### src/rtl/fsm_decoder.sv
// Receive-side mirror of the 2-bit Mealy symbol FSM: recovers X bits from the
// Y symbol stream, packs them LSB-first into words and counts illegal symbols.
module fsm_decoder #(
  parameter int DATA_W = 8,
  parameter int CNT_W  = 8
) (
  input  logic              clk,
  input  logic              reset,
  input  logic              sym_valid,
  input  logic [1:0]        sym,
  input  logic              resync,
  output logic              x_out,
  output logic              x_valid,
  output logic [DATA_W-1:0] word,
  output logic              word_valid,
  output logic [1:0]        state,
  output logic              lost,
  output logic [CNT_W-1:0]  err_cnt
);

  // Handshake: sym is consumed on any edge where sym_valid=1, resync=0 and
  // lost=0 (no backpressure); x_valid/word_valid are single-cycle pulses.
  localparam int IDX_W = $clog2(DATA_W);
  localparam logic [IDX_W-1:0] LAST_IDX = IDX_W'(DATA_W - 1);

  localparam logic [1:0] S0 = 2'b00;
  localparam logic [1:0] S1 = 2'b01;
  localparam logic [1:0] S2 = 2'b10;
  localparam logic [1:0] S3 = 2'b11;

  logic              dec_legal;
  logic              dec_x;
  logic [1:0]        dec_next;
  logic [IDX_W-1:0]  bit_idx;
  logic [DATA_W-1:0] acc;
  logic [DATA_W-1:0] acc_next;

  always_comb begin
    dec_legal = 1'b0;
    dec_x     = 1'b0;
    dec_next  = state;
    case (state)
      S0: case (sym)
        2'b01: begin dec_legal = 1'b1; dec_x = 1'b0; dec_next = S0; end
        2'b00: begin dec_legal = 1'b1; dec_x = 1'b1; dec_next = S2; end
        default: ;
      endcase
      S1: case (sym)
        2'b00: begin dec_legal = 1'b1; dec_x = 1'b0; dec_next = S0; end
        2'b01: begin dec_legal = 1'b1; dec_x = 1'b1; dec_next = S1; end
        default: ;
      endcase
      S2: case (sym)
        2'b10: begin dec_legal = 1'b1; dec_x = 1'b0; dec_next = S1; end
        2'b00: begin dec_legal = 1'b1; dec_x = 1'b1; dec_next = S0; end
        default: ;
      endcase
      default: case (sym)
        2'b10: begin dec_legal = 1'b1; dec_x = 1'b0; dec_next = S3; end
        2'b00: begin dec_legal = 1'b1; dec_x = 1'b1; dec_next = S3; end
        default: ;
      endcase
    endcase
  end

  // Partial word lives in acc so that word only changes on completion.
  always_comb begin
    acc_next          = acc;
    acc_next[bit_idx] = dec_x;
  end

  always_ff @(posedge clk or posedge reset) begin
    if (reset) begin
      state      <= S0;
      lost       <= 1'b0;
      err_cnt    <= '0;
      bit_idx    <= '0;
      acc        <= '0;
      word       <= '0;
      x_out      <= 1'b0;
      x_valid    <= 1'b0;
      word_valid <= 1'b0;
    end else begin
      x_valid    <= 1'b0;
      word_valid <= 1'b0;
      if (resync) begin
        state   <= S0;
        lost    <= 1'b0;
        bit_idx <= '0;
      end else if (sym_valid && !lost) begin
        if (dec_legal) begin
          x_out   <= dec_x;
          x_valid <= 1'b1;
          state   <= dec_next;
          acc     <= acc_next;
          if (bit_idx == LAST_IDX) begin
            word       <= acc_next;
            word_valid <= 1'b1;
            bit_idx    <= '0;
          end else begin
            bit_idx <= bit_idx + 1'b1;
          end
        end else begin
          lost    <= 1'b1;
          bit_idx <= '0;
          if (err_cnt != '1) err_cnt <= err_cnt + 1'b1;
        end
      end
    end
  end

endmodule

### config.mk
export PLATFORM = sky130hd
export DESIGN_NAME = fsm_decoder
export DESIGN_NICKNAME = d
export VERILOG_FILES = /design/src/rtl/fsm_decoder.sv
export SDC_FILE = /design/constraint.sdc
export NUM_CORES = 1
export LEC_CHECK = 0
export CAP_MARGIN = 40
export CORE_ASPECT_RATIO = 1.75
export CORE_UTILIZATION = 54
export CTS_BUF_LIST = sky130_fd_sc_hd__clkbuf_4 sky130_fd_sc_hd__clkbuf_8
export DETAILED_ROUTE_END_ITERATION = 8
export PLACE_DENSITY = 0.8
export SLEW_MARGIN = 5
export SYNTH_ARGS = -nofsm -noshare
export SYNTH_HDL_FRONTEND = slang
export SYNTH_SLANG_ARGS = --single-unit
### constraint.sdc
create_clock -name clk -period 2.2 [get_ports clk]
set_input_delay 0.22 -clock clk [delete_from_list [all_inputs] [get_ports clk]]
set_output_delay 0.22 -clock clk [all_outputs]
set_load 0.1 [all_outputs]
; Yosys cells after proc, flatten, opt, wreduce, memory -nomap -nowiden
; Cells that the tools add are included.
[classes]
addsub = 2
n_lt_le_gt_ge = 2
n_eq_ne = 10
mux = 31
bitwise = 2
n_reduce_logical = 16
[ops]
columns = cell, count
row1 = $mux 1, 17
row2 = $mux 3, 4
row3 = $pmux 2 s2, 3
row4 = $add 8x1->8 const B, 1
row5 = $bwmux 8, 1
row6 = $mux 2, 4
row7 = $ne 4x3->1 const B, 2
row8 = $ne 8x8->1 const B, 1
row9 = $reduce_and 4->1, 2
row10 = $pmux 2 s3, 1
row11 = $reduce_and 6->1, 1
row12 = $reduce_or 2->1, 3
row13 = $reduce_bool 5->1, 1
row14 = $eq 2x1->1 const B, 2
row15 = $eq 2x2->1 const B, 2
row16 = $logic_not 2->1, 2
row17 = $lt 3x4->1 const B, 1
row18 = $ne 4x4->1 const B, 1
row19 = $reduce_bool 2->1, 2
row20 = $add 3x1->3 const B, 1
row21 = $demux 1 s3, 1
row22 = $eq 3x3->1 const B, 1
row23 = $ge 3x1->1 const B, 1
row24 = $reduce_and 3->1, 1
row25 = other kinds (5), 7
[word_totals]
regBits = 33
inputBits = 6
elab_cells = 72

; Longest topological paths before layout
[logic_depth]
word_depth = 7
mapped_depth = 6
mapped_depth_nobuf = 5

; Worst setup path before layout
; Ideal clock, no wire load.
[synth_timing]
path_kind = register to register
startpoint = register state[1]
endpoint = register acc[0]
setup_time_ns = 0.125
arrival_ns = 2.353
required_ns = 2.075
slack_ns = -0.278
stages_incl_launch_ff = 6
n_path_buf = 1
synth_period_minus_slack_ns = 2.478
path_cell_list = dfrtp_1 mux2_4 or3_1 buf_6 nor4_1 mux2_2
[synth_via]
elab_chain_len = 4
elab_cells_between_ends = 7
cone_classes = eq/ne: 1 / mux: 3 / reduce/logical: 3
[synth_lines]
columns = item, line
row1 = start: declaration, 16  ; output logic [1:0] state,
row2 = start signal: assignment, 94  ; state <= dec_next;
row3 = $eq 2x1->1 / $logic_not 2->1 (equally long branches), 42  ; case (state)
row4 = $reduce_or 2->1 (no source line), --
row5 = $mux 1, --
row6 = $reduce_and 3->1 (no source line), --
row7 = end signal: assignment, 95  ; acc <= acc_next;
row8 = end: declaration, 35  ; logic [DATA_W-1:0] acc;
; Several ways; a longest one is shown, not always the timed one.
; A chain may end at the register's enable or synchronous reset.

; Final worst setup path
[layout_timing]
startpoint = register state[1]
endpoint = register acc[4]
; Same word-level chain as after synthesis.

==> results.cfg <==
[clock_network]
cts.path.max_buffers = 2
cts_max_level = 2
cts_resized = 0
cts_tree = yes
ctsHoldBuffers = 0
cts.clk_slew.worst_paths_ns = 0.07
clock-sinks = 33
clk_latency_ns = 0.29
cts-buffers-inserted = 5
cts-root-buf = clkbuf_8
cts_setup_buffers = 0

[logic_synthesis]
synth_top_area_share_pct = 50.08
yosysTopAreaCell = dfrtp_1
ys_seq_elements = 33
synth_edf_count = 0
synth_flop_cell = dfrtp_1
syn-mean-instance-area_um2 = 11.30
ys_seq_area_share_pct = 50.08
synth_cell_types = 36
synth_nets = 155
netlist_area_um2 = 1649
netlist_instances = 146
synth_warnings = 0
ys_async_sr_fraction_pct = 100.0
synth.area.top_cells = dfrtp_1 (50%), mux2_2 (12%), o31ai_1 (2.7%)

[global_route]
grt_pass1_wl_um = 5685
overflow = 0
antenna_found_initial = 0
track_usage_pct = 24.75
grt_pass1_vias = 1257
grt_start_max_net_pins = 34

[final_layout]
syn_to_final_growth_pct = 22.61
drive_gt1_share_pct = 33.52
num-nets-final = 190
num_antenna_cells = 0
seqCellArea_um2 = 828.3
multi_input_area_um2 = 765.7
fillCellCount = 223

[hold_path]
hold_path_class = in2async

[placed_design]
gp_congestion = 0.7748
place_hpwl_um = 2431
port_buffers = 27

[sta]
rsz0062_at_grt = no
skew_ns = 0.002736
worstMarginPinSlew_ns = 0.5515
slew_viol_final = 0
slew_headroom_pct = 63.10
holdWs_ns = 0.3060
period_share_pct = 92.47
finalHoldViolations = 0
period_minus_slack_ns = 2.034
clock.fmax_mhz = 491.6
setup_viol = 0

[floorplanning]
start_util_pct = 56.96
coreArea_um2 = 2895
rows = 26
die_area_um2 = 3288
ios = 28
dieWidth_um = 43.78
die_h_um = 75.11

[routing]
drt.antenna.violating_nets = 0
dr_total_vias = 1274
drc = 0
drtPass1Iterations = 4
drt_iter0_markers = 25
routed_via_density = 6.067
wl_um = 3394
wl_per_cell_um = 16.16

[job]
maxCapViolCount = 0

[pwr]
vdd_ir_drop_max_mv = 0.7712
p_leak_nw = 0.9847
p_total_mw = 1.870
p_per_area_nw_per_um2 = 924.8

[worst_setup_path]
path_delay_family = simple AND/OR/NAND/NOR gates
cp.required_ns = 2.38
start_kind = register
cpPeakStageDelay_ns = 0.52
worstPathCellList = mux2_4, or3_1, nor3_1, mux2_2
r2r-start = state[1]
critPathBufInv = 0
crit_arrival_ns = 2.21
cp_max_fo = 6
startpoint = state[1]
critical-path-slowest-cell = or3_1
critPathKind = reg2reg
end_kind = register

[status]
status = complete, no violations
-- sequential cells by signal, summed over array words and instances (netlist names) --
| signal | flops |
|---|---|
| err_cnt | 8 |
| acc | 8 |
| word_valid | 1 |
| lost | 1 |
| word | 8 |
| state | 2 |
| bit_idx | 3 |
| x_valid | 1 |
| x_out | 1 |
-- cells in the final DEF, fill, tap and decap left out, types with 2 or more instances in the layout --
cell type	instances
and3_1	2
nand3_1	6
nand3b_1	2
nand2b_1	5
a21oi_1	4
clkdlybuf4s50_1	5
nor3b_1	2
xnor2_1	3
buf_4	29
dfrtp_2	2
a22o_1	2
nand2_1	10
nand4_1	3
nand4b_1	2
inv_1	2
ha_1	3
mux2_2	17
mux2_1	3
nor2_1	7
o41ai_1	3
xor2_1	2
o21ai_0	8
o31ai_1	6
nor3_1	4
dfrtp_1	31
clkbuf_8	7
-- logic make-up after synthesis --
kind of cell | count (synthesis) | share of synthesized area, %
flops | 33 | 50.08
compound gates | 24 | 9.560
fa+ha+maj | 3 | 2.276
xor+xnor | 5 | 2.656
simple gates | 51 | 17.38
mux | 21 | 14.57
buf+inv | 9 | 3.490
-- synthesized netlist by cell type (all sizes together), types with 4 or more instances --
cell / instances
dfrtp: 33
mux2: 21
nand2: 11
o21ai: 8
nor2: 7
nand3: 6
o31ai: 6
nand2b: 5
a21oi: 4
buf: 4
nor3: 4
-- layout make-up --
type | count | area share (%)
clock buffer | 7 | 4.765
sequential | 33 | 40.97
timing repair buffer | 34 | 13.24
inverter | 3 | 1.176
multi-input combinational | 104 | 37.87
clock inverter | 1 | 0.2475
tap | 28 | 1.733
-- tightest hold or removal path: cells and delay by family --
kind,cells,cell delay [ns]
buffers and inverters,3,0.80
-- worst paths after layout --
check | end | slack [ns] | depth (start not counted)
setup / recovery | acc[4] | 0.17 | 4
hold / removal | err_cnt[1] | 0.31 | 3
setup reg to reg | acc[4] | 0.17 | 4
hold reg to reg | word[2] | 0.51 | 1
max in group asynchronous | state[1] | 1.57 | 3
min in group clk | word[2] | 0.51 | 1
-- routing by layer --
metal	share of wire (%)	routed length, um	track usage [%]	vias to the layer above
met5	0	0	0	-
met4	3.5	120	16.67	0
met3	3.0	103	4.796	10
met2	60	2039	46.60	25
met1	33	1130	23.10	636
li1	-	-	-	603
-- report_power, final --
group / leakage [nW] / internal (mW) / switching [mW]
Combinational: 0.485 / 0.148 / 0.476
Sequential: 0.445 / 0.669 / 0.0761
Clock: 0.0542 / 0.282 / 0.219
Total: 0.985 / 1.10 / 0.771
-- per-stage QoR --
stage,cells,instance area [um^2],utilization (%),TNS (ns),setup WS [ns]
6_report,210,2022,69.84,0,0.1657
5_1_grt,210,2022,69.84,0,0.05522
4_1_cts,210,2022,69.84,0,0.1637
3_5_place_dp,202,1921,66.34,-0.01495,-0.01426
3_3_place_gp,202,1921,66.34,0,0.04790
2_1_floorplan,146,1652,-,0,0.0006037
Power figures use the tool's default switching activity.
